===== src/rtl/div_seq.sv =====
// div_seq: multi-cycle radix-2 restoring divider with its sequencing FSM.
// EX keeps div_start high, and stalls, until div_ready pulses. One divide is
// in flight at a time, and div_cancel (flush) aborts it.
// Ports:
//   clk, resetn            clock (rising edge), asynchronous active-low reset
//   div_start              request level, held by EX until div_ready
//   div_signed             1: DIV (signed), 0: DIVU; sampled with start
//   div_cancel             flush; wins over everything in every state
//   opr1, opr2             dividend / divisor, sampled on accepted start
//   div_ready              one-cycle pulse, div_res valid this cycle
//   div_busy               high while in BUSY or DONE
//   div_res                {remainder, quotient}; held until the next result
module div_seq #(
  parameter int WIDTH     = 32,
  parameter bit ZERO_FAST = 1'b1
) (
  input  logic               clk,
  input  logic               resetn,
  input  logic               div_start,
  input  logic               div_signed,
  input  logic               div_cancel,
  input  logic [WIDTH-1:0]   opr1,
  input  logic [WIDTH-1:0]   opr2,
  output logic               div_ready,
  output logic               div_busy,
  output logic [2*WIDTH-1:0] div_res
);
  localparam int CW = $clog2(WIDTH+1);

  typedef enum logic [1:0] {S_IDLE, S_BUSY, S_DONE} state_t;

  state_t             state_q;
  logic [CW-1:0]      cnt_q;
  logic [WIDTH-1:0]   dvd_q;   // dividend shifting out, quotient shifting in
  logic [WIDTH-1:0]   dvs_q;
  logic [WIDTH-1:0]   rem_q;
  logic               qneg_q, rneg_q;
  logic [2*WIDTH-1:0] res_q;

  logic               s1, s2;
  logic [WIDTH-1:0]   abs1, abs2;
  logic [WIDTH:0]     sh, diff;
  logic               ge, dvs_zero;
  logic [WIDTH-1:0]   quo_fix, rem_fix;

  always_comb begin
    s1       = div_signed & opr1[WIDTH-1];
    s2       = div_signed & opr2[WIDTH-1];
    abs1     = s1 ? (~opr1 + 1'b1) : opr1;
    abs2     = s2 ? (~opr2 + 1'b1) : opr2;
    // Partial remainder is WIDTH+1 wide; the borrow out of the trial
    // subtract is the compare result.
    sh       = {rem_q, dvd_q[WIDTH-1]};
    diff     = sh - {1'b0, dvs_q};
    ge       = ~diff[WIDTH];
    dvs_zero = (dvs_q == '0);
    // Divide by zero: the iteration already leaves |dividend| in rem_q, so
    // only the quotient needs forcing (the sign fix would otherwise spoil it).
    quo_fix  = dvs_zero ? '1 : (qneg_q ? (~dvd_q + 1'b1) : dvd_q);
    rem_fix  = rneg_q ? (~rem_q + 1'b1) : rem_q;
  end

  // Ready and the fresh result are gated by cancel in the DONE cycle itself,
  // so a flush landing on DONE neither pulses ready nor disturbs div_res.
  assign div_ready = (state_q == S_DONE) & ~div_cancel;
  assign div_busy  = (state_q != S_IDLE);
  assign div_res   = div_ready ? {rem_fix, quo_fix} : res_q;

  always_ff @(posedge clk or negedge resetn) begin
    if (!resetn) begin
      state_q <= S_IDLE;
      cnt_q   <= '0;
      dvd_q   <= '0;
      dvs_q   <= '0;
      rem_q   <= '0;
      qneg_q  <= 1'b0;
      rneg_q  <= 1'b0;
      res_q   <= '0;
    end else if (div_cancel) begin
      state_q <= S_IDLE;
    end else begin
      unique case (state_q)
        S_IDLE: if (div_start) begin
          dvd_q   <= abs1;
          dvs_q   <= abs2;
          rem_q   <= '0;
          cnt_q   <= '0;
          qneg_q  <= s1 ^ s2;
          rneg_q  <= s1;
          state_q <= S_BUSY;
        end
        S_BUSY: begin
          if (cnt_q == CW'(WIDTH)) begin
            state_q <= S_DONE;
          end else if (ZERO_FAST && dvs_zero) begin
            rem_q   <= dvd_q;
            dvd_q   <= '1;
            state_q <= S_DONE;
          end else begin
            rem_q <= ge ? diff[WIDTH-1:0] : sh[WIDTH-1:0];
            dvd_q <= {dvd_q[WIDTH-2:0], ge};
            cnt_q <= cnt_q + CW'(1);
          end
        end
        S_DONE: begin
          res_q   <= {rem_fix, quo_fix};
          state_q <= S_IDLE;
        end
        default: state_q <= S_IDLE;
      endcase
    end
  end
endmodule


===== config.mk =====
export PLATFORM = sky130hd
export DESIGN_NAME = div_seq
export DESIGN_NICKNAME = d
export VERILOG_FILES = /design/src/rtl/div_seq.sv
export SDC_FILE = /design/constraint.sdc
export NUM_CORES = 1
export LEC_CHECK = 0
export CORE_AREA = 4 4 203 245
export CTS_BUF_LIST = sky130_fd_sc_hd__clkbuf_16
export CTS_CLUSTER_SIZE = 10
export DETAILED_ROUTE_END_ITERATION = 10
export DIE_AREA = 0 0 207 249
export PLACE_DENSITY = 0.43
export SYNTH_ARGS = -nofsm -noshare
export SYNTH_HDL_FRONTEND = slang
export SYNTH_SLANG_ARGS = --single-unit
export TNS_END_PERCENT = 30

===== constraint.sdc =====
create_clock -name clk -period 4.18 [get_ports clk]
set_input_delay 0.418 -clock clk [delete_from_list [all_inputs] [get_ports clk]]
set_output_delay 0.418 -clock clk [all_outputs]
set_load 0.01 [all_outputs]

==> qor.json <==
{
  "cts": {
    "clock_tree.htree_level_count": 4,
    "cts-buffers-inserted": 17,
    "tritoncts": "yes",
    "tritoncts_num_sinks": 170,
    "clock-root-buffer": "clkbuf_16",
    "post_cts_resized": 8,
    "cts.reportedPaths.clkPinSlew_ps": 80,
    "cts_hold_buf": 0,
    "post_cts.repair.setup_buffers": 0,
    "cts.path.max_buffers": 2,
    "clock_insertion_delay_worst_skew_ps": 460
  },
  "placement": {
    "buffer_ports.inserted": 134,
    "dp_hpwl_um": 34710,
    "post_dp_cell_area_mm2": 0.01412,
    "finalWeightedCongestion": 0.8232
  },
  "critical_path": {
    "r2r_setup_slack_ps": 420,
    "maximum_fanout_count_along_the_critical_path": 4,
    "setup.worst_path.end_class": "output port",
    "ff2ff_path_depth": 12,
    "critPathRequiredTime_ps": 3760,
    "timing.setup.critical_path_class": "reg -> out",
    "worstReg2RegEnd": "rem_q[5]",
    "start_kind": "flop",
    "reg2reg_from": "dvs_q[9]",
    "crit_arrival_ps": 3660
  },
  "worst_hold_path": {
    "min-delay-path-class": "in -> async"
  },
  "layout": {
    "antenna_cells": 0,
    "final_area_mm2": 0.01471,
    "final_layout_size_suffix_gt1_share_pct": 8.516,
    "postLayoutCoreUtil_pct": 30.92,
    "synthToLayoutAreaGrowth_pct": 25.24,
    "fin_nets": 1646
  },
  "timing": {
    "tightest_slew_ps": 845.8,
    "timing.max_slew.rel_slack_pct": 42.00,
    "hold_vio_cnt_final": 0,
    "finalMaxSlewViolations": 0,
    "finClkSkew_ps": 19.76,
    "setup_viol": 0,
    "rsz0062_at_grt": "true",
    "hold_ws_ps": 30.60,
    "layout_worst_path_cycle_share_pct": 97.68,
    "finalCriticalPeriod_ps": 4083,
    "fmax_ghz": 0.2449
  },
  "run": {
    "max-cap-violations": 0
  },
  "synth": {
    "synth_enable_flop_cells": 0,
    "synth_xor_area_share_pct": 11.04,
    "net_count_of_the_mapped_netlist": 1507,
    "post_synth_and_or_nand_nor_area_fraction_pct": 15.43,
    "synth.yosys.warnings": 0,
    "synth-seq-area-share_pct": 36.23,
    "mappedNetlistArea_mm2": 0.01174,
    "synth_top_family_by_area": "compound AO/OA/AOI/OAI gates",
    "yosys_register_bits": 170,
    "asyncSetResetFlopFracSynth_pct": 100.0,
    "synthAdderAreaFrac_pct": 4.219,
    "syn_inst": 1399,
    "yosysUniqueCellTypes": 65,
    "synth_compound_gate_area_share_pct": 25.02,
    "mux_contribution_to_synthesized_area_pct": 3.261,
    "avgSynthCellArea_um2": 8.394,
    "synth-main-ff-cell": "dfrtp_1"
  },
  "die": {
    "fp.dieW_um": 207,
    "floorplan.io_pins": 135,
    "dieHeight_um": 249,
    "core.rowCount": 88,
    "design.core.area_mm2": 0.04757,
    "floorplan.initialDensity_pct": 24.69,
    "design.die.area_mm2": 0.05154
  },
  "drt": {
    "detail_route.wirelength_um": 44090,
    "maxUsedRoutingLayer": "met4",
    "met3_wirelength_um": 992,
    "routed-wl-met2_um": 23050,
    "antenna_violating_nets_post_route": 0,
    "avgRoutedWirePerCell_um": 20.22,
    "detail_route.first_pass.iterations": 5,
    "drc_errors": 0,
    "overall_via_count_from_detail_route": 10930,
    "vias_per_cell": 5.014,
    "dr.first_iter.drc_count": 673,
    "m1WireLength_um": 18660
  },
  "global_routing": {
    "grt_start_max_net_pins": 84,
    "initial_antenna_violation_count": 0,
    "global_route.usage.total_pct": 16.80,
    "number_of_global_route_vias_before_repair": 10790,
    "global_route_wire_length_before_repair_um": 67630,
    "grt_overflow": 0
  },
  "pwr": {
    "vdd.ir_drop.worst_v": 0.0001966,
    "power_density_mw_per_mm2": 441.2,
    "total_leakage_power_nw": 5.961
  },
  "status": {
    "status": "finished, final reports clean"
  }
}
## stage by stage
stage                     setup slack (ps)  setup TNS, ps  power (mW)  cells
after floorplan                      867.6              0       3.737   1399
after global placement               206.8              0       4.948   2149
after detailed placement             251.1              0       4.955   2149
after CTS                            5.902              0       6.567   2180
after global routing                -57.58         -316.0       6.900   2180
final                                97.17              0       6.489   2180
## logic make-up after synthesis
kind of cell               Yosys count
AOI/OAI and AO/OA                  474
xor gates and xnor gates           148
adders and majority gates           39
buffers and inverters              145
DFF                                170
muxes                               38
and+or+nand+nor                    385
## where the power goes
group	leakage, nW	switching, mW	internal [mW]
Combinational	3.57	1.42	1.15
Clock	0.280	0.748	0.833
Sequential	2.11	0.342	2.00
## Yosys cell counts, drive strengths merged, types with 34 or more instances
| master | n | area share (%) |
|---|---|---|
| clkbuf | 76 | 2.4 |
| o21ai | 161 | 6.9 |
| inv | 58 | 1.9 |
| xor2 | 78 | 5.8 |
| mux2i | 36 | 3.1 |
| nand2 | 160 | 5.1 |
| ha | 38 | 4.0 |
| o22ai | 34 | 1.8 |
| nor2 | 78 | 2.5 |
| a21oi | 103 | 4.4 |
| xnor2 | 70 | 5.2 |
| dfrtp | 170 | 36 |
## state kept, by name (all words and copies together), names as in the netlist
signal,count
cnt_q,6
dvd_q,32
dvs_q,32
qneg_q,1
rem_q,32
res_q,64
rneg_q,1
state_q,2
## per-layer routing
metal	track usage [%]	up-vias
met5	0	-
met4	6.179	0
met3	1.763	44
met2	30.59	181
met1	20.43	5358
li1	-	5347
## placed cells by master (no fill, tap or decap), drive strengths merged, types with 3 or more instances in the layout
master / n
a22oi: 26
buf: 74
o41ai: 8
a221oi: 22
nand3: 19
a211oi: 3
nand2: 160
and2: 5
and3: 4
or2: 7
xnor2: 70
nand4: 8
nor4: 18
a21oi: 103
o22ai: 34
mux2i: 36
o311ai: 3
a31oi: 17
xor2: 78
inv: 66
nor2b: 6
o211ai: 5
o21ai: 161
dlygate4sd2: 5
o31ai: 27
or4: 11
o21bai: 3
nor2: 78
ha: 38
clkdlybuf4s50: 128
clkbuf: 17
nor3: 20
nand2b: 13
a21o: 19
dfrtp: 170
nand3b: 4
or3: 26
clkinv: 4
o22a: 28
## worst max-delay path, stage by stage (launching register included)
cell	delay (ps)
dfrtp_1	370
or3_1	390
or3_1	410
or3_4	390
or4_4	470
or4_4	470
o21ai_1	160
xor2_1	170
o21ai_1	90
dlygate4sd2_1	300
## final cells by class
| type | count | area (um2) |
|---|---|---|
| sequential | 170 | 4255 |
| inverter | 58 | 217.7 |
| fill | 5075 | 32860 |
| clock buffer | 17 | 425.4 |
| clock inverter | 14 | 138.9 |
| tap | 630 | 788.3 |
| multi-input combinational | 1084 | 6972 |
| timing repair buffer | 207 | 1909 |
## how the worst max path moves through the flow
stage	start	depth (start not counted)	slack [ps]	endpoint
6_report	rem_q[7]	9	100	div_res[62]
5_1_grt	rem_q[11]	9	-60	div_res[62]
2_1_floorplan	rem_q[9]	9	870	div_res[58]
3_5_place_dp	rem_q[7]	9	250	div_res[58]
3_3_place_gp	dvs_q[9]	11	210	rem_q[15]
4_1_cts	rem_q[11]	8	6	div_res[54]
(Power assumes the default switching activity.)
